`src/rtl/hkspi_responder_pkg.sv`:
```
// Shared definitions for the housekeeping SPI responder: FSM states,
// command-byte field positions and the default register address width.
package hkspi_pkg;

  localparam int ADDR_W_DEFAULT = 8;
  localparam int DATA_W         = 8;

  localparam int CMD_WR      = 7;
  localparam int CMD_RD      = 6;
  localparam int CMD_CNT_LSB = 3;
  localparam int CMD_CNT_W   = 3;

  typedef enum logic [2:0] {
    ST_IDLE,
    ST_CMD,
    ST_ADDR,
    ST_DATA,
    ST_IGNORE
  } state_e;

endpackage

```
`src/rtl/hkspi_responder_if.sv`:
```
// Pad-side SPI wires plus the housekeeping register-file strobe bus.
// slave = responder side, master = host pads and register file.
interface hkspi_responder_if
  import hkspi_pkg::*;
#(
  parameter int ADDR_W = ADDR_W_DEFAULT
);
  logic              sck;
  logic              csb;
  logic              sdi;
  logic              sdo;
  logic              sdo_enb;
  logic [ADDR_W-1:0] reg_addr;
  logic [DATA_W-1:0] reg_wdata;
  logic              reg_we;
  logic              reg_re;
  logic [DATA_W-1:0] reg_rdata;
  logic              busy;

  modport slave (
    input  sck, csb, sdi, reg_rdata,
    output sdo, sdo_enb, reg_addr, reg_wdata, reg_we, reg_re, busy
  );

  modport master (
    output sck, csb, sdi, reg_rdata,
    input  sdo, sdo_enb, reg_addr, reg_wdata, reg_we, reg_re, busy
  );
endinterface

```
`src/rtl/hkspi_responder_sync.sv`:
```
// Two-flop synchronizers for the SPI pad inputs and SCK edge detection
// from a third delayed flop. CSB resets low so a held-low CSB never looks like a fresh select.
module hkspi_sync (
  input  logic clock,
  input  logic resetb,
  input  logic sck_i,
  input  logic csb_i,
  input  logic sdi_i,
  output logic sck_rise_o,
  output logic sck_fall_o,
  output logic csb_s_o,
  output logic sdi_s_o
);

  logic [2:0] sck_q;
  logic [1:0] csb_q;
  logic [1:0] sdi_q;

  always_ff @(posedge clock or negedge resetb) begin
    if (!resetb) begin
      sck_q <= 3'b000;
      csb_q <= 2'b00;
      sdi_q <= 2'b00;
    end else begin
      sck_q <= {sck_q[1:0], sck_i};
      csb_q <= {csb_q[0], csb_i};
      sdi_q <= {sdi_q[0], sdi_i};
    end
  end

  assign sck_rise_o = sck_q[1] & ~sck_q[2];
  assign sck_fall_o = ~sck_q[1] & sck_q[2];
  assign csb_s_o    = csb_q[1];
  assign sdi_s_o    = sdi_q[1];

endmodule

```
`src/rtl/hkspi_responder.sv`:
```
// Housekeeping SPI responder: decodes command/address/data bytes into
// register strobes. Optional HKSPI_FIXED_COUNT_EN limits data bytes per command.
module hkspi_responder
  import hkspi_pkg::*;
#(
  parameter int ADDR_W = ADDR_W_DEFAULT
) (
  input logic               clock,
  input logic               resetb,
  hkspi_responder_if.slave  bus
);

  logic sck_rise, sck_fall, csb_s, sdi_s;

  hkspi_sync u_sync (
    .clock      (clock),
    .resetb     (resetb),
    .sck_i      (bus.sck),
    .csb_i      (bus.csb),
    .sdi_i      (bus.sdi),
    .sck_rise_o (sck_rise),
    .sck_fall_o (sck_fall),
    .csb_s_o    (csb_s),
    .sdi_s_o    (sdi_s)
  );

  state_e            state_q, state_d;
  logic [2:0]        bit_cnt_q, bit_cnt_d;
  logic [6:0]        shift_q, shift_d;
  logic              cmd_wr_q, cmd_wr_d;
  logic              cmd_rd_q, cmd_rd_d;
  logic [ADDR_W-1:0] addr_q, addr_d;
  logic [DATA_W-1:0] wdata_q, wdata_d;
  logic              we_q, we_d;
  logic              re_q, re_d;
  logic              load_q, load_d;
  logic [DATA_W-1:0] out_q, out_d;
  logic              armed_q, armed_d;
`ifdef HKSPI_FIXED_COUNT_EN
  logic [CMD_CNT_W-1:0] cnt_q, cnt_d;
  logic [CMD_CNT_W-1:0] byte_cnt_q, byte_cnt_d;
`endif

  logic [DATA_W-1:0] byte_in;
  logic              byte_done;
  logic              rd_active;

  always_ff @(posedge clock or negedge resetb) begin
    if (!resetb) begin
      state_q    <= ST_IDLE;
      bit_cnt_q  <= '0;
      shift_q    <= '0;
      cmd_wr_q   <= 1'b0;
      cmd_rd_q   <= 1'b0;
      addr_q     <= '0;
      wdata_q    <= '0;
      we_q       <= 1'b0;
      re_q       <= 1'b0;
      load_q     <= 1'b0;
      out_q      <= '0;
      armed_q    <= 1'b0;
`ifdef HKSPI_FIXED_COUNT_EN
      cnt_q      <= '0;
      byte_cnt_q <= '0;
`endif
    end else begin
      state_q    <= state_d;
      bit_cnt_q  <= bit_cnt_d;
      shift_q    <= shift_d;
      cmd_wr_q   <= cmd_wr_d;
      cmd_rd_q   <= cmd_rd_d;
      addr_q     <= addr_d;
      wdata_q    <= wdata_d;
      we_q       <= we_d;
      re_q       <= re_d;
      load_q     <= load_d;
      out_q      <= out_d;
      armed_q    <= armed_d;
`ifdef HKSPI_FIXED_COUNT_EN
      cnt_q      <= cnt_d;
      byte_cnt_q <= byte_cnt_d;
`endif
    end
  end

  always_comb begin
    state_d   = state_q;
    bit_cnt_d = bit_cnt_q;
    shift_d   = shift_q;
    cmd_wr_d  = cmd_wr_q;
    cmd_rd_d  = cmd_rd_q;
    addr_d    = addr_q;
    wdata_d   = wdata_q;
    we_d      = 1'b0;
    re_d      = 1'b0;
    load_d    = re_q;
    out_d     = out_q;
    armed_d   = armed_q | csb_s;
`ifdef HKSPI_FIXED_COUNT_EN
    cnt_d      = cnt_q;
    byte_cnt_d = byte_cnt_q;
`endif
    byte_in   = {shift_q, sdi_s};
    byte_done = sck_rise && (bit_cnt_q == 3'd7);

    // Output shifter: the fall right after a byte boundary only presents the freshly loaded MSB.
    if (load_q) begin
      out_d = bus.reg_rdata;
    end else if (sck_fall && (state_q == ST_DATA) && (bit_cnt_q != 3'd0)) begin
      out_d = {out_q[DATA_W-2:0], 1'b0};
    end

    // Second half of a write: bump the address, then read-ahead for read/write commands.
    if (we_q) begin
      addr_d = addr_q + ADDR_W'(1);
      if (cmd_rd_q && (state_q == ST_DATA)) re_d = 1'b1;
    end

    if ((state_q != ST_IDLE) && csb_s) begin
      state_d   = ST_IDLE;
      bit_cnt_d = '0;
    end else begin
      if (sck_rise && (state_q != ST_IDLE) && (state_q != ST_IGNORE)) begin
        shift_d   = byte_in[6:0];
        bit_cnt_d = bit_cnt_q + 3'd1;
      end
      unique case (state_q)
        ST_IDLE: begin
          bit_cnt_d = '0;
          if (!csb_s && armed_q) state_d = ST_CMD;
        end
        ST_CMD: begin
          if (byte_done) begin
            cmd_wr_d = byte_in[CMD_WR];
            cmd_rd_d = byte_in[CMD_RD];
`ifdef HKSPI_FIXED_COUNT_EN
            cnt_d      = byte_in[CMD_CNT_LSB +: CMD_CNT_W];
            byte_cnt_d = '0;
`endif
            state_d = (byte_in[CMD_WR] || byte_in[CMD_RD]) ? ST_ADDR : ST_IGNORE;
          end
        end
        ST_ADDR: begin
          if (byte_done) begin
            addr_d  = ADDR_W'(byte_in);
            re_d    = cmd_rd_q;
            state_d = ST_DATA;
          end
        end
        ST_DATA: begin
          if (byte_done) begin
            if (cmd_wr_q) begin
              we_d    = 1'b1;
              wdata_d = byte_in;
            end else begin
              addr_d = addr_q + ADDR_W'(1);
              re_d   = 1'b1;
            end
`ifdef HKSPI_FIXED_COUNT_EN
            byte_cnt_d = byte_cnt_q + 3'd1;
            if ((cnt_q != '0) && (byte_cnt_d == cnt_q)) begin
              state_d = ST_IGNORE;
              re_d    = 1'b0;
            end
`endif
          end
        end
        ST_IGNORE: ;
        default: state_d = ST_IDLE;
      endcase
    end
  end

  assign rd_active     = (state_q == ST_DATA) && cmd_rd_q;
  assign bus.sdo       = rd_active ? out_q[DATA_W-1] : 1'b0;
  assign bus.sdo_enb   = ~rd_active;
  assign bus.reg_addr  = addr_q;
  assign bus.reg_wdata = wdata_q;
  assign bus.reg_we    = we_q;
  assign bus.reg_re    = re_q;
  assign bus.busy      = (state_q != ST_IDLE);

endmodule
```
`src/flat_wrapper.sv`:
```
// flat-port wrapper written by rule: the top's interface ports become plain ports
module hkspi_responder_flat import hkspi_pkg::*;
#(
  parameter int ADDR_W = ADDR_W_DEFAULT
)
  (clock, resetb, bus_sck, bus_csb, bus_sdi, bus_reg_rdata, bus_sdo, bus_sdo_enb, bus_reg_addr, bus_reg_wdata, bus_reg_we, bus_reg_re, bus_busy);
  hkspi_responder_if #(.ADDR_W(ADDR_W)) bus_i ();
  input logic clock;
  input logic resetb;
  input wire logic [$bits(bus_i.sck)-1:0] bus_sck;
  input wire logic [$bits(bus_i.csb)-1:0] bus_csb;
  input wire logic [$bits(bus_i.sdi)-1:0] bus_sdi;
  input wire logic [$bits(bus_i.reg_rdata)-1:0] bus_reg_rdata;
  output wire logic [$bits(bus_i.sdo)-1:0] bus_sdo;
  output wire logic [$bits(bus_i.sdo_enb)-1:0] bus_sdo_enb;
  output wire logic [$bits(bus_i.reg_addr)-1:0] bus_reg_addr;
  output wire logic [$bits(bus_i.reg_wdata)-1:0] bus_reg_wdata;
  output wire logic [$bits(bus_i.reg_we)-1:0] bus_reg_we;
  output wire logic [$bits(bus_i.reg_re)-1:0] bus_reg_re;
  output wire logic [$bits(bus_i.busy)-1:0] bus_busy;
  assign bus_i.sck = bus_sck;
  assign bus_i.csb = bus_csb;
  assign bus_i.sdi = bus_sdi;
  assign bus_i.reg_rdata = bus_reg_rdata;
  assign bus_sdo = bus_i.sdo;
  assign bus_sdo_enb = bus_i.sdo_enb;
  assign bus_reg_addr = bus_i.reg_addr;
  assign bus_reg_wdata = bus_i.reg_wdata;
  assign bus_reg_we = bus_i.reg_we;
  assign bus_reg_re = bus_i.reg_re;
  assign bus_busy = bus_i.busy;
  hkspi_responder #(.ADDR_W(ADDR_W)) u_core (.clock(clock), .resetb(resetb), .bus(bus_i));
endmodule
```
`config.mk`:
```
export PLATFORM = sky130hd
export DESIGN_NAME = hkspi_responder_flat
export DESIGN_NICKNAME = d
export VERILOG_FILES = /design/src/rtl/hkspi_responder_pkg.sv /design/src/rtl/hkspi_responder_if.sv /design/src/rtl/hkspi_responder_sync.sv /design/src/rtl/hkspi_responder.sv /design/src/flat_wrapper.sv
export SDC_FILE = /design/constraint.sdc
export NUM_CORES = 1
export LEC_CHECK = 0
export CELL_PAD_IN_SITES_DETAIL_PLACEMENT = 1
export CELL_PAD_IN_SITES_GLOBAL_PLACEMENT = 1
export CORE_MARGIN = 2
export CORE_UTILIZATION = 23
export CTS_BUF_LIST = sky130_fd_sc_hd__clkbuf_4
export CTS_CLUSTER_DIAMETER = 200
export DETAILED_ROUTE_END_ITERATION = 10
export PLACE_DENSITY_LB_ADDON = 0.3
export SLEW_MARGIN = 30
export SYNTH_ARGS = -nofsm -noshare
export SYNTH_HDL_FRONTEND = slang
export SYNTH_SLANG_ARGS = --single-unit
```
`constraint.sdc`:
```
create_clock -name clock -period 3.4 [get_ports clock]
set_input_delay 1.02 -clock clock [delete_from_list [all_inputs] [get_ports clock]]
set_output_delay 1.02 -clock clock [all_outputs]
set_load 0.01 [all_outputs]
```
# ---- Yosys cells after proc, flatten, opt, wreduce, memory -nomap -nowiden
# Index checks and enable logic that the tools add are counted.
dict set report totals {
  register_bits 50
  in_bits 13
  out_inout_bits 21
}
dict set report op_classes {
  add_sub_neg 2
  n_eq_ne 10
  n_mux 29
  bitwise_logic 7
  n_reduce_logical 20
}
# cell count
set op_table {}
lappend op_table {{8-bit two-way mux} 7}
lappend op_table {{3-bit two-way mux} 8}
lappend op_table {{8-bit one-hot mux with 2 select lines} 1}
lappend op_table {{3-bit one-hot mux with 4 select lines} 1}
lappend op_table {{1-bit two-way mux} 11}
lappend op_table {{3-bit by 1-bit inequality test with 1-bit output, second input constant} 3}
lappend op_table {{3-bit nonzero test} 3}
lappend op_table {{8-bit by 1-bit adder with 8-bit output, second input constant} 1}
lappend op_table {{1-bit logical AND} 8}
lappend op_table {{4-bit AND reduction} 2}
lappend op_table {{3-bit by 2-bit equality test with 1-bit output, second input constant} 2}
lappend op_table {{3-bit equality test, second input constant} 2}
lappend op_table {{1-bit NOT} 4}
lappend op_table {{3-bit by 1-bit adder with 3-bit output, second input constant} 1}
lappend op_table {{3-bit by 1-bit equality test with 1-bit output, second input constant} 1}
lappend op_table {{3-bit zero test} 1}
lappend op_table {{3-bit inequality test, second input constant} 1}
lappend op_table {{3-bit AND reduction} 1}
lappend op_table {{1-bit AND} 2}
lappend op_table {{2-bit by 1-bit inequality test with 1-bit output, second input constant} 1}
lappend op_table {{1-bit one-hot mux with 2 select lines} 1}
lappend op_table {{2-bit AND reduction} 1}
lappend op_table {{2-bit nonzero test} 1}
lappend op_table {{2-bit OR reduction} 1}
lappend op_table {{3 further kinds} 3}

# ---- Logic depth before layout (Yosys ltp)
dict set report depth {
  word_depth 8
  mapped_depth 7
  mapped_depth_nobuf 6
}

# ---- Cells and area by module
# From an unflattened synthesis, not the netlist that was laid out.
dict set report unflattened {
  hier_cells 217
  area_unflattened_um2 2376.0
}
# mod instances cells_each area_per_inst_um2 seq_area_each_um2
set modules_own_cells {}
lappend modules_own_cells {hkspi_responder 1 208 2185.8 1076.0}
lappend modules_own_cells {hkspi_sync 1 9 190.2 175.2}

# ---- Worst setup path after synthesis
# Ideal clock, no wire load.
dict set report synth_timing {
  path_kind {reg2out}
  from {register u_core.state_q[0]}
  to {output port bus_sdo}
  arrival_time_ns 1.089
  setup_slack_ns 1.291
  stages_incl_launch_ff 5
  path_buffers 2
  cell_sequence {dfrtp_1 buf_6 clkbuf_1 nand3_1 nor2_1}
}
dict set report synth_via {
  elab_chain_cells 3
}
# item line_no
set synth_lines {}
lappend synth_lines {{from (decl)} hkspi_responder.sv:27} ;# state_e state_q, state_d;
lappend synth_lines {{from (signal assigned)} hkspi_responder.sv:67} ;# state_q <= state_d;
lappend synth_lines {{3-bit by 2-bit equality test with 1-bit output} hkspi_responder.sv:174} ;# assign rd_active = (state_q == ST_DATA) && cmd_rd_q;
lappend synth_lines {{1-bit logical AND} hkspi_responder.sv:174}
lappend synth_lines {{1-bit two-way mux} hkspi_responder.sv:175} ;# assign bus.sdo = rd_active ? out_q[DATA_W-1] : 1'b0;
lappend synth_lines {{to (decl)} flat_wrapper.sv:14} ;# output wire logic [$bits(bus_i.sdo)-1:0] bus_sdo;
# Every way passes these cells.

# ---- Worst setup path in the final report
dict set report layout_timing {
  from {register u_core.state_q[1]}
  to {output port bus_sdo}
}
# The elaborated chain is that of the path after synthesis.

==> impl_metrics.env <==
export IMPL_status="finished clean"
export IMPL_fin_cells=377
export IMPL_io_pins=34
export IMPL_synth_seq_area_share_pct=52.06
export IMPL_final_core_util_pct=28.73
export IMPL_crit_path_max_incr_delay_ns=0.57
export IMPL_cts_buffers=5
export IMPL_p_leak_uw=0.001247
export IMPL_gp_congestion=0.7164
export IMPL_hpwl_microns=4002
export IMPL_synth_compound_area_share_pct=12.13
export IMPL_p_per_area_nw_per_um2=360.2
export IMPL_synth_area_top_cells="dfrtp_1 (52%), mux2_2 (6.6%), mux2i_1 (3.7%)"
export IMPL_layout_area_overhead_vs_synth_pct=22.28
export IMPL_row_count=37
export IMPL_cts_sinks=50
export IMPL_firstDrtPassIters=5
export IMPL_grt_pass1_vias=1821
export IMPL_hp_start="u_core.u_sync.csb_q[0]$_DFF_PN0_"
export IMPL_cp_cell_sequence="nor2b_4 -> nand3_1 -> nor2_1 -> clkdlybuf4s50_1"
export IMPL_reg2reg_from="u_core.bit_cnt_q[1]$_DFFE_PN0P_"
export IMPL_antenna_found_initial=0
export IMPL_setup_viol=0
export IMPL_netlist_instances=207
export IMPL_fmax_ghz=0.3206
export IMPL_cp_start_kind="flip-flop"
export IMPL_rsz0062_at_grt="false"
export IMPL_synth_main_ff_cell="dfrtp_1"
export IMPL_yosysTopAreaCellShare_pct=52.06
export IMPL_drive_gt1_share_pct=17.43
export IMPL_hold_ws_ns=0.3680
export IMPL_r2r_end="u_core.cmd_rd_q$_DFFE_PN0P_"
export IMPL_die_area_sq_um=11280
export IMPL_clock_path_buffers=2
export IMPL_syn_area_sq_um=2404
export IMPL_nFillCells=1147
export IMPL_holdPathEnd="u_core.u_sync.csb_q[1]$_DFF_PN0_"
export IMPL_die_h_microns=106.2
export IMPL_cts_setup_buffers=0
export IMPL_avgSynthCellArea_sq_um=11.61
export IMPL_worstSkewPairLatency_ns=0.37
export IMPL_synth_simple_area_share_pct=16.35
export IMPL_vias_per_cell=4.528
export IMPL_yosysUniqueCellTypes=55
export IMPL_vias=1707
export IMPL_crit_path_end_kind="output pin"
export IMPL_yosysWarningCount=0
export IMPL_nets=257
export IMPL_place_inst=369
export IMPL_grt_pass1_wl_microns=9618
export IMPL_timing_worst_setup_path_type="flip-flop to output pin"
export IMPL_ant_nets=0
export IMPL_cp_slowest_cell="dfrtp_1"
export IMPL_portBuffers=33
export IMPL_cts_root_buf="clkbuf_4"
export IMPL_synth_area_mux_share_pct=12.02
export IMPL_synth_xor_area_share_pct=1.458
export IMPL_grt_max_degree=32
export IMPL_grt_overflow_total=0
export IMPL_yosys_register_bits=50
export IMPL_final_hold_viol_count=0
export IMPL_synth_adder_area_share_pct=2.082
export IMPL_required_ns=2.38
export IMPL_maxSlewViolCount=0
export IMPL_fin_worst_skew_ns=0.007521
export IMPL_critPathBufInv=1
export IMPL_synth_nets=224
export IMPL_worst_pin_slew_ns=0.7271
export IMPL_start_util_pct=23.49
export IMPL_final_setup_tns_ns=0
export IMPL_htreeDepth=2
export IMPL_drv_cap=0
export IMPL_cts_tree="done"
export IMPL_worstPathArrival_ns=2.10
export IMPL_clkTransAtPathRegs_ns=0.14
export IMPL_synth_top_family_by_area="simple AND/OR/NAND/NOR gates"
export IMPL_min_period_ns=3.120
export IMPL_crit_path_max_fanout=11
export IMPL_wl_per_cell_microns=14.97
export IMPL_dieWidth_microns=106.2
export IMPL_grt_use_total_pct=10.86
export IMPL_core_area_sq_um=10230
export IMPL_antenna_cells=0
export IMPL_pre_cts_slack_ns=0.6996
export IMPL_cts_hold_buffers=0
export IMPL_async_reset_ff_share_pct=100.0
export IMPL_drt_iter0_markers=78
export IMPL_synth_edff_count=0
export IMPL_path_delay_family="simple AND/OR/NAND/NOR gates"
export IMPL_setup_slack_ns=0.2804
export IMPL_hold_path_depth=0
export IMPL_synth_top_area_cell="dfrtp_1"
export IMPL_finalCritPeriodShare_pct=91.75
export IMPL_drt_total_wl_microns=5644
export IMPL_drcViolationCount=0
export IMPL_rrSetupSlack_ns=1.47
export IMPL_hold_path_class="flip-flop to flip-flop"
export IMPL_rr_worst_depth=6
export IMPL_slew_headroom_pct=51.52
export IMPL_irDropWorstVdd_v=0.0001335
export IMPL_cts_resized=0
cell usage after synthesis, drive strengths merged, types with 5 or more instances:
| master | n |
|---|---|
| dfrtp | 50 |
| nor2 | 8 |
| nor3 | 6 |
| mux2i | 9 |
| inv | 9 |
| nand2 | 17 |
| buf | 6 |
| o21ai | 13 |
| a21oi | 5 |
| mux2 | 17 |
| and3 | 5 |
per-layer routing:
layer,vias to the layer above,part of all wire (%),GRT usage [%]
li1,814,-,-
met1,857,49,15.03
met2,30,45,16.76
met3,6,4.0,2.759
met4,0,1.3,3.102
met5,-,0,0
power by group:
part           internal [uW]  total, uW  switching [uW]
registers                616        646            29.9
clock network            153        349             196
logic                   37.6       63.8            26.2
worst max path at each step:
stage	start	to	slack [ns]	cells after the start
floorplan	u_core.state_q[0]$_DFFE_PN0P_	bus_sdo	1.29	4
global placement	u_core.state_q[1]$_DFFE_PN0P_	bus_sdo	0.75	4
detailed placement	u_core.state_q[1]$_DFFE_PN0P_	bus_sdo	0.70	4
CTS	u_core.state_q[1]$_DFFE_PN0P_	bus_sdo	0.25	4
global route	u_core.state_q[1]$_DFFE_PN0P_	bus_sdo	0.11	4
finish	u_core.state_q[1]$_DFFE_PN0P_	bus_sdo	0.28	4
metrics by stage:
step / power (uW) / instance area, sq um
CTS: 1084 / 2939
global placement: 723.5 / 2861
global route: 1124 / 2939
finish: 1059 / 2939
floorplan: 680.7 / 2404
detailed placement: 724.6 / 2861
cell type report:
cell class | instances | area, sq um | share of cell area [%]
clock buffer | 5 | 37.54 | 1.277
multi-input combinational | 138 | 1059 | 36.02
tap | 136 | 170.2 | 5.790
timing repair buffer | 36 | 347.8 | 11.83
inverter | 9 | 33.78 | 1.149
sequential | 50 | 1251 | 42.57
clock inverter | 3 | 40.04 | 1.362
sequential cells by signal (all words and copies together) (netlist names):
signal                flops
u_core.load_q             1
u_core.u_sync.sck_q       3
u_core.bus.reg_re         1
u_core.bit_cnt_q          3
u_core.cmd_wr_q           1
u_core.state_q            3
u_core.u_sync.csb_q       2
u_core.armed_q            1
u_core.out_q              8
u_core.bus.reg_we         1
u_core.u_sync.sdi_q       2
u_core.bus.reg_wdata      8
u_core.bus.reg_addr       8
u_core.shift_q            7
u_core.cmd_rd_q           1
cells by family after synthesis:
kind of cell	count (synthesis)
adders and majority gates	4
DFF	50
muxes	26
and+or+nand+nor	63
AOI/OAI and AO/OA	41
xor gates and xnor gates	4
buffers and inverters	19
layout by cell type, fill, tap and decap left out, types with 2 or more instances in the layout:
cell             netlist  final
a21oi_1                5      5
a221oi_1               2      2
a22o_1                 3      3
a22oi_1                2      2
a31oi_1                2      2
and2b_2                2      2
and3_1                 4      4
buf_4                  1      3
clkbuf_4               0      5
clkdlybuf4s50_1        0     32
clkinv_2               0      2
dfrtp_1               50     50
ha_1                   4      4
inv_1                  9      9
mux2_2                14     14
mux2_4                 2      2
mux2i_1                9      9
nand2_1               15     15
nand2_2                2      2
nand2b_1               4      4
nand3_1                4      4
nand4bb_1              2      2
nor2_1                 7      7
nor3_1                 6      6
o21ai_0                9      9
o21ai_1                4      4
o31ai_1                2      2
or2_2                  2      2
or3_1                  4      4
xor2_1                 3      3
(Power assumes the default switching activity.)
